## config.mk

```make
export PLATFORM = sky130hd
export DESIGN_NAME = cic_comp_decimator
export DESIGN_NICKNAME = d
export VERILOG_FILES = /design/src/rtl/cic_comp_decimator.sv
export SDC_FILE = /design/constraint.sdc
export NUM_CORES = 1
export LEC_CHECK = 0
export CORE_MARGIN = 2
export CORE_UTILIZATION = 29
export DETAILED_ROUTE_END_ITERATION = 12
export HOLD_SLACK_MARGIN = 0.02
export PLACE_DENSITY_LB_ADDON = 0.25
export RECOVER_POWER = 100
export SKIP_LAST_GASP = 1
export SYNTH_ARGS = -nofsm -noshare
export SYNTH_HDL_FRONTEND = slang
export SYNTH_SLANG_ARGS = --single-unit
```

## constraint.sdc

```tcl
create_clock -name clk -period 11.8 [get_ports clk]
set_input_delay 2.36 -clock clk [delete_from_list [all_inputs] [get_ports clk]]
set_output_delay 2.36 -clock clk [all_outputs]
set_load 0.005 [all_outputs]
```

## src/rtl/cic_comp_decimator.sv

```systemverilog
// Decimate-by-2 compensation FIR placed behind a CIC down-sampler.
// A single shared multiplier walks the TAPS coefficients serially.
// One output is produced for every second input strobe.
// Handshake: eni is a one-cycle qualifier; `in` is sampled on every clock edge where eni=1.
// out_valid is a one-cycle pulse on the cycle `out` takes a new value.
// There is no back-pressure.
module cic_comp_decimator #(
    parameter int W    = 10,
    parameter int CW   = 12,
    parameter int TAPS = 16,
    // h[k] occupies bits [k*CW +: CW]; h[0] weights the newest sample
    parameter logic [TAPS*CW-1:0] COEF = {{((TAPS-2)*CW){1'b0}}, CW'(1024), CW'(1024)}
) (
    input  logic         clk,
    input  logic         rst_n,
    input  logic         eni,
    input  logic [W-1:0] in,
    input  logic         ovf_clr,
    output logic [W-1:0] out,
    output logic         out_valid,
    output logic         busy,
    output logic         ovf
);

    localparam int PW    = W + CW;
    localparam int AW    = W + CW + $clog2(TAPS);
    localparam int IW    = $clog2(TAPS);
    localparam int CNTW  = $clog2(TAPS + 1);
    // The sample store is at least twice TAPS deep.
    // Writes that land during a MAC sequence advance away from the window being read.
    // They cannot wrap around onto it.
    localparam int DW    = IW + 1;
    localparam int DEPTH = 2 ** DW;

    localparam logic signed [AW-1:0] RND_HALF = AW'(1) << (CW - 2);
    localparam logic signed [AW-1:0] SAT_MAX  = AW'((2 ** (W - 1)) - 1);
    localparam logic signed [AW-1:0] SAT_MIN  = -SAT_MAX - AW'(1);

    typedef enum logic [1:0] {S_IDLE, S_MAC, S_ROUND} state_t;

    state_t                 state_q, state_d;
    logic                   phase_q, phase_d;
    logic [DW-1:0]          wp_q, wp_d;
    logic [DW-1:0]          trig_ptr_q, trig_ptr_d;
    logic                   start_q, start_d;
    logic [CNTW-1:0]        cnt_q, cnt_d;
    logic signed [PW-1:0]   prod_q, prod_d;
    logic                   pvalid_q, pvalid_d;
    logic signed [AW-1:0]   acc_q, acc_d;
    logic [W-1:0]           out_q, out_d;
    logic                   out_valid_q, out_valid_d;
    logic                   busy_q, busy_d;
    logic                   ovf_q, ovf_d;
    logic signed [W-1:0]    mem_q [DEPTH];

    logic                   trigger, accept, overrun;
    logic [IW-1:0]          idx;
    logic [DW-1:0]          rd_addr;
    logic signed [W-1:0]    rd_data;
    logic signed [CW-1:0]   coef_k;
    logic signed [AW-1:0]   rnd, shifted;

    // Next-state logic for the FSM, datapath, flags and output register
    always_comb begin
        state_d     = state_q;
        phase_d     = phase_q;
        wp_d        = wp_q;
        trig_ptr_d  = trig_ptr_q;
        start_d     = 1'b0;
        cnt_d       = cnt_q;
        prod_d      = prod_q;
        pvalid_d    = 1'b0;
        acc_d       = acc_q;
        out_d       = out_q;
        out_valid_d = 1'b0;
        ovf_d       = ovf_q;

        idx     = cnt_q[IW-1:0];
        rd_addr = trig_ptr_q - DW'(idx);
        rd_data = mem_q[rd_addr];
        coef_k  = COEF[idx*CW +: CW];
        rnd     = acc_q + RND_HALF;
        shifted = rnd >>> (CW - 1);

        // A trigger is accepted when idle with nothing pending.
        // It is also accepted in the final ROUND cycle, so back-to-back sequences abut.
        trigger = eni && phase_q;
        accept  = trigger && (((state_q == S_IDLE) && !start_q) || (state_q == S_ROUND));
        overrun = trigger && !accept;

        if (eni) begin
            phase_d = ~phase_q;
            wp_d    = wp_q + DW'(1);
        end
        if (accept) begin
            start_d    = 1'b1;
            trig_ptr_d = wp_q;
        end

        case (state_q)
            S_IDLE: begin
                if (start_q) begin
                    state_d = S_MAC;
                    cnt_d   = '0;
                    acc_d   = '0;
                end
            end
            S_MAC: begin
                if (cnt_q != CNTW'(TAPS)) begin
                    prod_d   = rd_data * coef_k;
                    pvalid_d = 1'b1;
                    cnt_d    = cnt_q + CNTW'(1);
                end else begin
                    state_d = S_ROUND;
                end
                if (pvalid_q) begin
                    acc_d = acc_q + {{(AW-PW){prod_q[PW-1]}}, prod_q};
                end
            end
            S_ROUND: begin
                if (shifted > SAT_MAX) begin
                    out_d = SAT_MAX[W-1:0];
                end else if (shifted < SAT_MIN) begin
                    out_d = SAT_MIN[W-1:0];
                end else begin
                    out_d = shifted[W-1:0];
                end
                out_valid_d = 1'b1;
                state_d     = S_IDLE;
            end
            default: state_d = S_IDLE;
        endcase

        busy_d = (state_d != S_IDLE) || (accept && (state_q == S_ROUND));

        if (ovf_clr) begin
            ovf_d = 1'b0;
        end
        if (overrun) begin
            ovf_d = 1'b1;
        end
    end

    // Control and datapath registers
    always_ff @(posedge clk or negedge rst_n) begin
        if (!rst_n) begin
            state_q     <= S_IDLE;
            phase_q     <= 1'b0;
            wp_q        <= '0;
            trig_ptr_q  <= '0;
            start_q     <= 1'b0;
            cnt_q       <= '0;
            prod_q      <= '0;
            pvalid_q    <= 1'b0;
            acc_q       <= '0;
            out_q       <= '0;
            out_valid_q <= 1'b0;
            busy_q      <= 1'b0;
            ovf_q       <= 1'b0;
        end else begin
            state_q     <= state_d;
            phase_q     <= phase_d;
            wp_q        <= wp_d;
            trig_ptr_q  <= trig_ptr_d;
            start_q     <= start_d;
            cnt_q       <= cnt_d;
            prod_q      <= prod_d;
            pvalid_q    <= pvalid_d;
            acc_q       <= acc_d;
            out_q       <= out_d;
            out_valid_q <= out_valid_d;
            busy_q      <= busy_d;
            ovf_q       <= ovf_d;
        end
    end

    // Sample store: every strobe writes, even mid-sequence; reset clears all entries
    always_ff @(posedge clk or negedge rst_n) begin
        if (!rst_n) begin
            for (int i = 0; i < DEPTH; i++) begin
                mem_q[i] <= '0;
            end
        end else if (eni) begin
            mem_q[wp_q] <= in;
        end
    end

    assign out       = out_q;
    assign out_valid = out_valid_q;
    assign busy      = busy_q;
    assign ovf       = ovf_q;

endmodule

```

==> metrics.md, run 1 <==
| Metric | Value |
|---|---|
| Status | finished, violations left |
| Failing checks | capacitance limit, slew limit |
| Die outline width | 259 um |
| Cell mode on critical path | ha_1 |
| Worst-Margin Slew | 4.84 ns |
| Total die area | 66900 um^2 |
| CTS Hold Bufs | 0 |
| Vias/cell | 4.91 |
| DR vias | 11100 |
| Slew HR | -2.23 |
| TNS Setup | 0 ns |
| Post-synth top cells | dfrtp_1, mux2_2, mux4_2 |
| Fin crit share | 0.759 |
| Final HPWL DP | 29500 um |
| Pins Over Slew Limit | 137 |
| Total gr overflow | 0 |
| Top-count cell post-synth | dfrtp_1 |
| CTS Root Cell | clkbuf_16 |
| Port buffer count | 26 |
| DRT iter0 DRCs | 519 |
| Yosys cell types | 73 |
| Synth Area per Inst | 14.1 um^2 |
| I/O pins | 27 |
| Cts bufs inserted | 45 |
| Post-Syn Nets | 1410 |
| Tot GR Track Use | 0.139 |
| CORE AREA | 64200 um^2 |
| Post-DRT Antenna Nets | 0 |
| Sequential area share after synthesis | 0.507 |
| Syn Std Cell Area | 18800 um^2 |
| #FFs+latches synth | 381 |
| Layout Nets | 1437 |
| Setup violators final | 0 |
| CTS H-tree lvls | 2 |
| Post-route minimum period | 8.96 ns |
| Layout Skew | 0.0314 ns |
| Vias in the first global route | 11700 |
| Post-CTS Setup Inserts | 0 |
| WP data arrival | 9.43 ns |
| Initial Utilization | 0.293 |
| Crit-path cells | ha_1, fa_4, clkbuf_1, mux4_2, mux2_2, o211ai_1, nand2_1, ha_1, ha_1, ha_1, ha_1, and2_0, a311oi_1, a21oi_1, and2_0, o21a_1, a211o_1, a31oi_1 |
| Setup CP Type | flip-flop to flip-flop |
| Clock Sinks | 381 |
| Crit path launch type | flip-flop |
| Pin count of the biggest net entering global routing | 156 |
| Sum of buffers and inverters on the critical path | 1 |
| Routed WL per cell | 20.1 um |
| Slowest cell on the critical path | clkbuf_1 |
| DR pass1 iterations | 5 |
| Area share of the largest cell type after synthesis | 0.507 |
| Reg clk slew, reported paths | 0.06 ns |
| Cell Rows | 93 |
| DIE HEIGHT | 259 um |
| Multi-input logic area | 8850 um^2 |
| Layout cells sized above 1 | 0.334 |
| F_max | 112 MHz |
| Hold Vio Cnt, Final | 0 |
| RSZ-0062 raised after global routing | no |
| Post-synth EDFFs | 0 |
| CTS tree | yes |
| GPL Wtd Cong | 0.758 |
| Top delay family on crit path | adder cells |
| Ys flop type | dfrtp_1 |
| Filler instances | 6364 |
| Clock Latency Late Sink | 0.59 ns |
| Crit-path max cell delay | 2.14 ns |
| Initial antenna violation count | 1 |
| Async set or reset register ratio after synthesis | 1.00 |
| Kind of end point of the critical path | flip-flop |
| Post-synth top area cell | dfrtp_1 |
| Post-CTS Resized | 0 |
| Reg2Reg Setup Slack | 2.84 ns |
| Worst-path fanout max | 41 |
| Post-Route WL | 45100 um |
| Number of max-cap violations | 3 |
| Top cells by area, synth | dfrtp_1, mux2_2, mux4_2, ha_1, mux2_1 |
| Syn. warnings | 0 |
| Area delta synth->final | 13.9% |
| Sequential standard cell area | 9530 um^2 |
| Post-Synthesis Cells | 1335 |
| Worst min path class | flip-flop to flip-flop |
| Clock Tree Buf Depth | 3 |
| Worst EP required | 12.28 ns |
| DRC Markers | 0 |
| First-pass GRT wire length | 72000 um |
## placed cells by master (no fill, tap or decap), drive strengths merged, types with 21 or more instances in the layout
| cell | count |
|---|---|
| clkbuf | 79 |
| inv | 21 |
| o21ai | 34 |
| xnor2 | 21 |
| a21oi | 21 |
| mux4 | 96 |
| dfrtp | 381 |
| nor2 | 66 |
| mux2 | 324 |
| ha | 59 |
| nand2 | 68 |
## cells by family (layout without fill, tap and decap cells)
| group | count (synthesis) | count (layout) | synth area share |
|---|---|---|---|
| and+or+nand+nor | 213 | 213 | 0.0544 |
| xor gates and xnor gates | 39 | 39 | 0.0190 |
| other | 0 | 1 | 0 |
| AOI/OAI and AO/OA | 115 | 115 | 0.0410 |
| adders and majority gates | 61 | 61 | 0.0414 |
| DFF | 381 | 381 | 0.507 |
| muxes | 433 | 433 | 0.316 |
| buffers and inverters | 93 | 152 | 0.0211 |
## state kept, by name, indices dropped and copies added, names as in the netlist
name        count
pvalid_q        1
prod_q         12
busy            1
out            10
ovf             1
out_valid       1
acc_q          16
cnt_q           5
trig_ptr_q      5
phase_q         1
mem_q         320
wp_q            5
state_q         2
start_q         1
## worst register-to-register path: cells and delay by family, from the launching register on
family,cells,cell delay [ns]
AND/OR/NAND/NOR,3,0.84
flip-flops,1,0.43
adder cells (fa/ha/maj),6,2.86
buffers and inverters,1,2.18
multiplexers,2,0.79
AO/OA/AOI/OAI,6,1.79
## per-stage QoR
step	utilization	hold WS, ns	instances	cell area, um^2	setup WS, ns
3_5_place_dp	0.312	0.459	2170	20100	4.41
6_report	0.333	0.465	2250	21400	2.84
5_1_grt	0.333	0.477	2249	21400	2.40
2_1_floorplan	-	0.439	1335	18800	6.18
3_3_place_gp	0.312	0.454	2170	20100	4.46
4_1_cts	0.335	0.467	2249	21500	4.36
## routing by layer
metal | up-vias | GRT usage | wire, um
met4 | 0 | 0.0361 | 923
met5 | - | 0 | 0
met1 | 5828 | 0.190 | 20800
li1 | 5002 | - | -
met3 | 69 | 0.0207 | 1600
met2 | 159 | 0.231 | 21900
## layout make-up
type,count,share of cell area
antenna,1,0.000117
clock buffer,65,0.0613
clock inverter,14,0.00707
inverter,21,0.00368
multi-input combinational,861,0.413
sequential,381,0.445
tap,855,0.0500
timing repair buffer,52,0.0191
## path summary, 6_finish.rpt
check	cells past startpoint	to	startpoint
worst min-delay path	1	phase_q	phase_q
max in group asynchronous	2	mem_q[148]	rst_n
worst min register to register	1	phase_q	phase_q
worst max register to register	18	prod_q[21]	cnt_q[0]
worst max-delay path	18	prod_q[21]	cnt_q[0]
min in group asynchronous	1	out[2]	rst_n
Power of run 1 is not shown: default switching activity piles up to over one toggle a cycle in this logic, so the estimate is an artifact.
==> run 2, diff against run 1 <==
==> constraint.sdc (replaced) <==
create_clock -name clk -period 8 [get_ports clk]
set_input_delay 1.6 -clock clk [delete_from_list [all_inputs] [get_ports clk]]
set_output_delay 1.6 -clock clk [all_outputs]
set_load 0.005 [all_outputs]
==> run 2 against run 1 <==
Net effect:
- routed wire length grew 0.99%
- register-to-register slack lost 1.6 ns
- via count shrank 0.21%
- global-route usage grew 0.19 points
- clock skew grew 0.034 ns
- sequential share of layout area shrank 0.21 points
- first-iteration DRC count shrank 15%
- sequential cell count is the same
- the run still ends with capacitance limit, slew limit left
- critical path depth is the same
- critical endpoint unchanged
- non-clock buffer count grew 10
==> metrics.md, run 2 (synthesis results as in run 1) <==
| Metric | Value |
|---|---|
| Status | finished, violations left |
| Failing checks | capacitance limit, slew limit |
| Clock Tree Buf Depth | 3 |
| Pins Over Slew Limit | 400 |
| GR Layer Usage met1 | 0.192 |
| F_max | 147 MHz |
| DR pass1 iterations | 4 |
| Max FFs per register | 320 |
| Crit-path max cell delay | 1.39 ns |
| Kind of end point of the critical path | flip-flop |
| Non-Filler Instances | 2259 |
| CTS H-tree lvls | 2 |
| Clock Latency Late Sink | 0.61 ns |
| Post-DRT Antenna Nets | 0 |
| Final HPWL DP | 30100 um |
| Cell Count Post-Placement | 2180 |
| Largest register by flop count | mem_q |
| GPL Wtd Cong | 0.774 |
| Slew HR | -1.36 |
| Clock Sinks | 381 |
| CTS tree | yes |
| Crit path launch type | flip-flop |
| DIE HEIGHT | 259 um |
| Post-Route WL | 45600 um |
| Crit-path cells | ha_4, fa_1, mux4_2, nor2b_1, a221oi_1, a311o_1, nand2_1, ha_1, ha_1, ha_1, ha_1, and2_0, a311oi_1, a21oi_1, and2_0, o21a_1, a211o_1, a31oi_1 |
| Met2 Use GR | 0.231 |
| Post-CTS Setup Inserts | 0 |
| Slowest cell on the critical path | fa_1 |
| Pin count of the biggest net entering global routing | 107 |
| Initial antenna violation count | 0 |
| DRT iter0 DRCs | 439 |
| Cell Rows | 93 |
| Setup violators final | 0 |
| DRC Markers | 0 |
| Cts bufs inserted | 44 |
| Post-CTS Resized | 0 |
| CTS Root Cell | clkbuf_16 |
| Worst-Margin Slew | 3.54 ns |
| Most common cell after layout, fill and taps aside | dfrtp_1 |
| Cell mode on critical path | ha_1 |
| Initial Utilization | 0.293 |
| Number of max-cap violations | 6 |
| Layout Nets | 1446 |
| Worst EP required | 8.51 ns |
| Fin crit share | 0.850 |
| Busiest layer in global routing | met2 |
| Setup CP Type | flip-flop to flip-flop |
| Commonest cells after routing, fill and taps aside | dfrtp_1, mux2_2, mux4_2, nand2_1, nor2_1 |
| Hold Vio Cnt, Final | 0 |
| Antenna fix cells | 0 |
| First-pass GRT wire length | 72600 um |
| Layout cells sized above 1 | 0.333 |
| RSZ-0062 raised after global routing | no |
| Vias in the first global route | 11600 |
| I/O pins | 27 |
| Tot GR Track Use | 0.141 |
| Layout Skew | 0.0653 ns |
| CORE AREA | 64200 um^2 |
| Reg clk slew, reported paths | 0.06 ns |
| Total die area | 66900 um^2 |
| Routed WL per cell | 20.2 um |
| Port buffer count | 26 |
| Grt met3 use | 0.0221 |
| Worst min path class | flip-flop to flip-flop |
| CTS Hold Bufs | 0 |
| Vias/cell | 4.88 |
| Top Registers | mem_q x320, acc_q x16, prod_q x12 |
| Total gr overflow | 0 |
| DR vias | 11000 |
| WP data arrival | 7.30 ns |
| Area delta synth->final | 14.4% |
| Die outline width | 259 um |
| TNS Setup | 0 ns |
| Post-route minimum period | 6.80 ns |
| Worst-path fanout max | 18 |
==> run 2: cell types whose count changed in the layout (fill, tap and decap cells not counted), moves of 2 or more <==
cell / delta
buf_4: +2
clkinv_2: -3
clkbuf_2: +4
bufinv_16: +2
clkbuf_1: +7
==> run 2: worst max-delay path, delay by kind of cell, from the launching register on <==
kind | cells | cell delay [ns]
adder cells (fa/ha/maj) | 6 | 2.95
AO/OA/AOI/OAI | 7 | 2.01
AND/OR/NAND/NOR | 4 | 0.90
flip-flops | 1 | 0.45
multiplexers | 1 | 0.43
==> run 2: cell type report <==
cell class,instances,area [um^2]
inverter,21,78.8
tap,855,1070
multi-input combinational,861,8850
clock buffer,67,1300
sequential,381,9530
fill,6292,42700
timing repair buffer,62,463
clock inverter,12,210
==> run 2: layer usage <==
layer | up-vias | share of wire
met5 | - | 0
met3 | 69 | 0.031
li1 | 5023 | -
met4 | 0 | 0.025
met2 | 150 | 0.48
met1 | 5793 | 0.47
==> run 2: final timing paths <==
check | start | endpoint | slack [ns] | cells past startpoint
worst max-delay path | cnt_q[0] | prod_q[21] | 1.20 | 18
worst min-delay path | phase_q | phase_q | 0.47 | 1
worst max register to register | cnt_q[0] | prod_q[21] | 1.20 | 18
worst min register to register | phase_q | phase_q | 0.47 | 1
max in group asynchronous | rst_n | mem_q[271] | 1.77 | 2
min in group asynchronous | rst_n | mem_q[99] | 2.21 | 1
==> run 2: per-stage QoR <==
step           cell area (um^2)  utilization  setup slack, ns  hold WS, ns
4_1_cts                   21700        0.337             1.63        0.466
3_5_place_dp              20200        0.314             1.63        0.458
2_1_floorplan             18800            -             2.38        0.439
6_report                  21500        0.335             1.20        0.468
5_1_grt                   21500        0.335            0.617        0.479
3_3_place_gp              20200        0.314             1.73        0.454
Power of run 2 is left out for the same reason.
==> run 3, diff against run 2 <==
==> constraint.sdc (replaced) <==
create_clock -name clk -period 6.2 [get_ports clk]
set_input_delay 1.24 -clock clk [delete_from_list [all_inputs] [get_ports clk]]
set_output_delay 1.24 -clock clk [all_outputs]
set_load 0.005 [all_outputs]
==> run 3 against run 2 <==
Net effect:
- the run still ends with capacitance limit, slew limit left
- first-iteration DRC count is 2.3% higher
- critical path depth is 1 higher
- via count is 1.2% higher
- routed wire length up 3.3%
- register-to-register slack got worse by 0.91 ns
- final cell count rose by 0.80%
- clock-buffer cell count is 1 lower
- sequential cell count is the same
- maximum frequency grew 15%
- clock skew is 0.020 ns lower
- largest cell class unchanged
==> metrics.md, run 3 (synthesis results as in run 1) <==
| Metric | Value |
|---|---|
| TNS Setup | 0 ns |
| Worst-Margin Slew | 4.05 ns |
| Initial Utilization | 0.293 |
| RSZ-0062 raised after global routing | no |
| Post-DRT Antenna Nets | 0 |
| Clock Tree Buf Depth | 3 |
| Initial antenna violation count | 0 |
| Reg clk slew, reported paths | 0.06 ns |
| CORE AREA | 64200 um^2 |
| Most common cell after layout, fill and taps aside | dfrtp_1 |
| Antenna fix cells | 0 |
| Max FFs per register | 320 |
| Cell Count Post-Placement | 2191 |
| Status | finished, violations left |
| DR vias | 11200 |
| Setup CP Type | flip-flop to flip-flop |
| Cell Rows | 93 |
| Slew HR | -1.70 |
| Filler instances | 6267 |
| Layout Skew | 0.0458 ns |
| F_max | 169 MHz |
| Die outline width | 259 um |
| Reg2Reg Setup Slack | 0.30 ns |
| Hold Path Cell Cnt | 1 |
| DR pass1 iterations | 4 |
| Total gr overflow | 0 |
| Non-Filler Instances | 2277 |
| Layout Nets | 1461 |
| Hold Path Sink | phase_q |
| DRT iter0 DRCs | 449 |
| CTS tree | yes |
| Layout cells sized above 1 | 0.347 |
| Failing checks | capacitance limit, slew limit |
| Crit path launch type | flip-flop |
| Kind of end point of the critical path | flip-flop |
| Multi-input logic area | 8860 um^2 |
| Min-delay src | phase_q |
| CTS Root Cell | clkbuf_16 |
| Sequential standard cell area | 9530 um^2 |
| WP data arrival | 6.42 ns |
| Top Registers | mem_q x320, acc_q x16, prod_q x12 |
| Vias in the first global route | 11900 |
| Worst flop-to-flop path endpoint | prod_q[21] |
| Pin count of the biggest net entering global routing | 145 |
| Area delta synth->final | 15.7% |
| Post-route minimum period | 5.90 ns |
| R2R cell count | 19 |
| I/O pins | 27 |
| Worst EP required | 6.72 ns |
| Tot GR Track Use | 0.145 |
| Clock Latency Late Sink | 0.61 ns |
| Launch point of the worst reg-to-reg path | cnt_q[0] |
| Vias/cell | 4.91 |
| First-pass GRT wire length | 74800 um |
| Worst min path class | flip-flop to flip-flop |
| Post-Route WL | 47100 um |
| Final HPWL DP | 30700 um |
| Commonest cells after routing, fill and taps aside | dfrtp_1, mux2_2, mux4_2, nand2_1, nor2_1 |
| DIE HEIGHT | 259 um |
| Worst-path fanout max | 11 |
| GPL Wtd Cong | 0.769 |
| CTS Hold Bufs | 0 |
| Fin crit share | 0.952 |
| Number of max-cap violations | 3 |
| Port buffer count | 26 |
| CTS H-tree lvls | 2 |
| Hold Vio Cnt, Final | 0 |
| Routed WL per cell | 20.7 um |
| Cts bufs inserted | 46 |
| Total die area | 66900 um^2 |
| Pins Over Slew Limit | 83 |
| Largest register by flop count | mem_q |
| Setup violators final | 0 |
| DRC Markers | 0 |
| Clock Sinks | 381 |
-- run 3: cell count changes in the layout (fill, tap and decap cells not counted), moves of 2 or more --
cell	previous run	this run
buf_4	14	31
clkbuf_1	30	23
clkinv_2	6	10
buf_12	1	4
clkbuf_2	4	1
and2_0	3	1
and2_1	2	4
clkbuf_16	44	46
-- run 3: per-stage QoR --
step           instance area, um^2  hold slack [ns]   util  setup slack [ns]
2_1_floorplan                18800            0.439      -             0.579
3_3_place_gp                 20300            0.452  0.315             0.268
3_5_place_dp                 20300            0.455  0.315             0.261
6_report                     21800            0.462  0.339             0.297
5_1_grt                      21800            0.479  0.339            0.0345
4_1_cts                      21800            0.467  0.340             0.198
-- run 3: routing by layer --
layer / track usage / up-vias / part of all wire
met1: 0.198 / 5901 / 0.47
li1: - / 5060 / -
met3: 0.0228 / 74 / 0.027
met4: 0.0406 / 0 / 0.026
met2: 0.240 / 135 / 0.48
met5: 0 / - / 0
-- run 3: worst max path at each step --
stage | endpoint | cells past startpoint | slack [ns] | startpoint
after detailed placement | prod_q[21] | 18 | 0.26 | cnt_q[0]
after CTS | prod_q[21] | 18 | 0.20 | cnt_q[0]
final | prod_q[21] | 19 | 0.30 | cnt_q[0]
after global placement | prod_q[21] | 18 | 0.27 | cnt_q[0]
after floorplan | prod_q[21] | 20 | 0.58 | cnt_q[0]
after global routing | prod_q[21] | 19 | 0.03 | cnt_q[0]
-- run 3: cell type report --
| type | instances | share of cell area |
|---|---|---|
| clock buffer | 66 | 0.0610 |
| clock inverter | 18 | 0.0119 |
| inverter | 21 | 0.00362 |
| multi-input combinational | 861 | 0.407 |
| sequential | 381 | 0.438 |
| tap | 855 | 0.0492 |
| timing repair buffer | 75 | 0.0289 |
-- run 3: critical path, stage by stage, from the launching register on --
cell	delay [ns]
dfrtp_1	0.45
ha_4	0.20
fa_4	1.00
buf_12	0.18
buf_4	0.14
mux4_2	0.34
mux4_2	0.53
mux2i_1	0.16
nor2_1	0.06
ha_1	0.29
ha_1	0.30
ha_1	0.31
ha_1	0.35
and2_1	0.18
a311oi_1	0.33
a21oi_1	0.13
and2_1	0.20
o21a_1	0.20
a211o_1	0.27
a31oi_1	0.16
-- run 3: repair_timing --
item | in CTS | in global routing
setup buffers | 0 | 2
resized for setup | 0 | 0
setup endpoints to repair | 0 | 1
Power of run 3 is left out for the same reason.
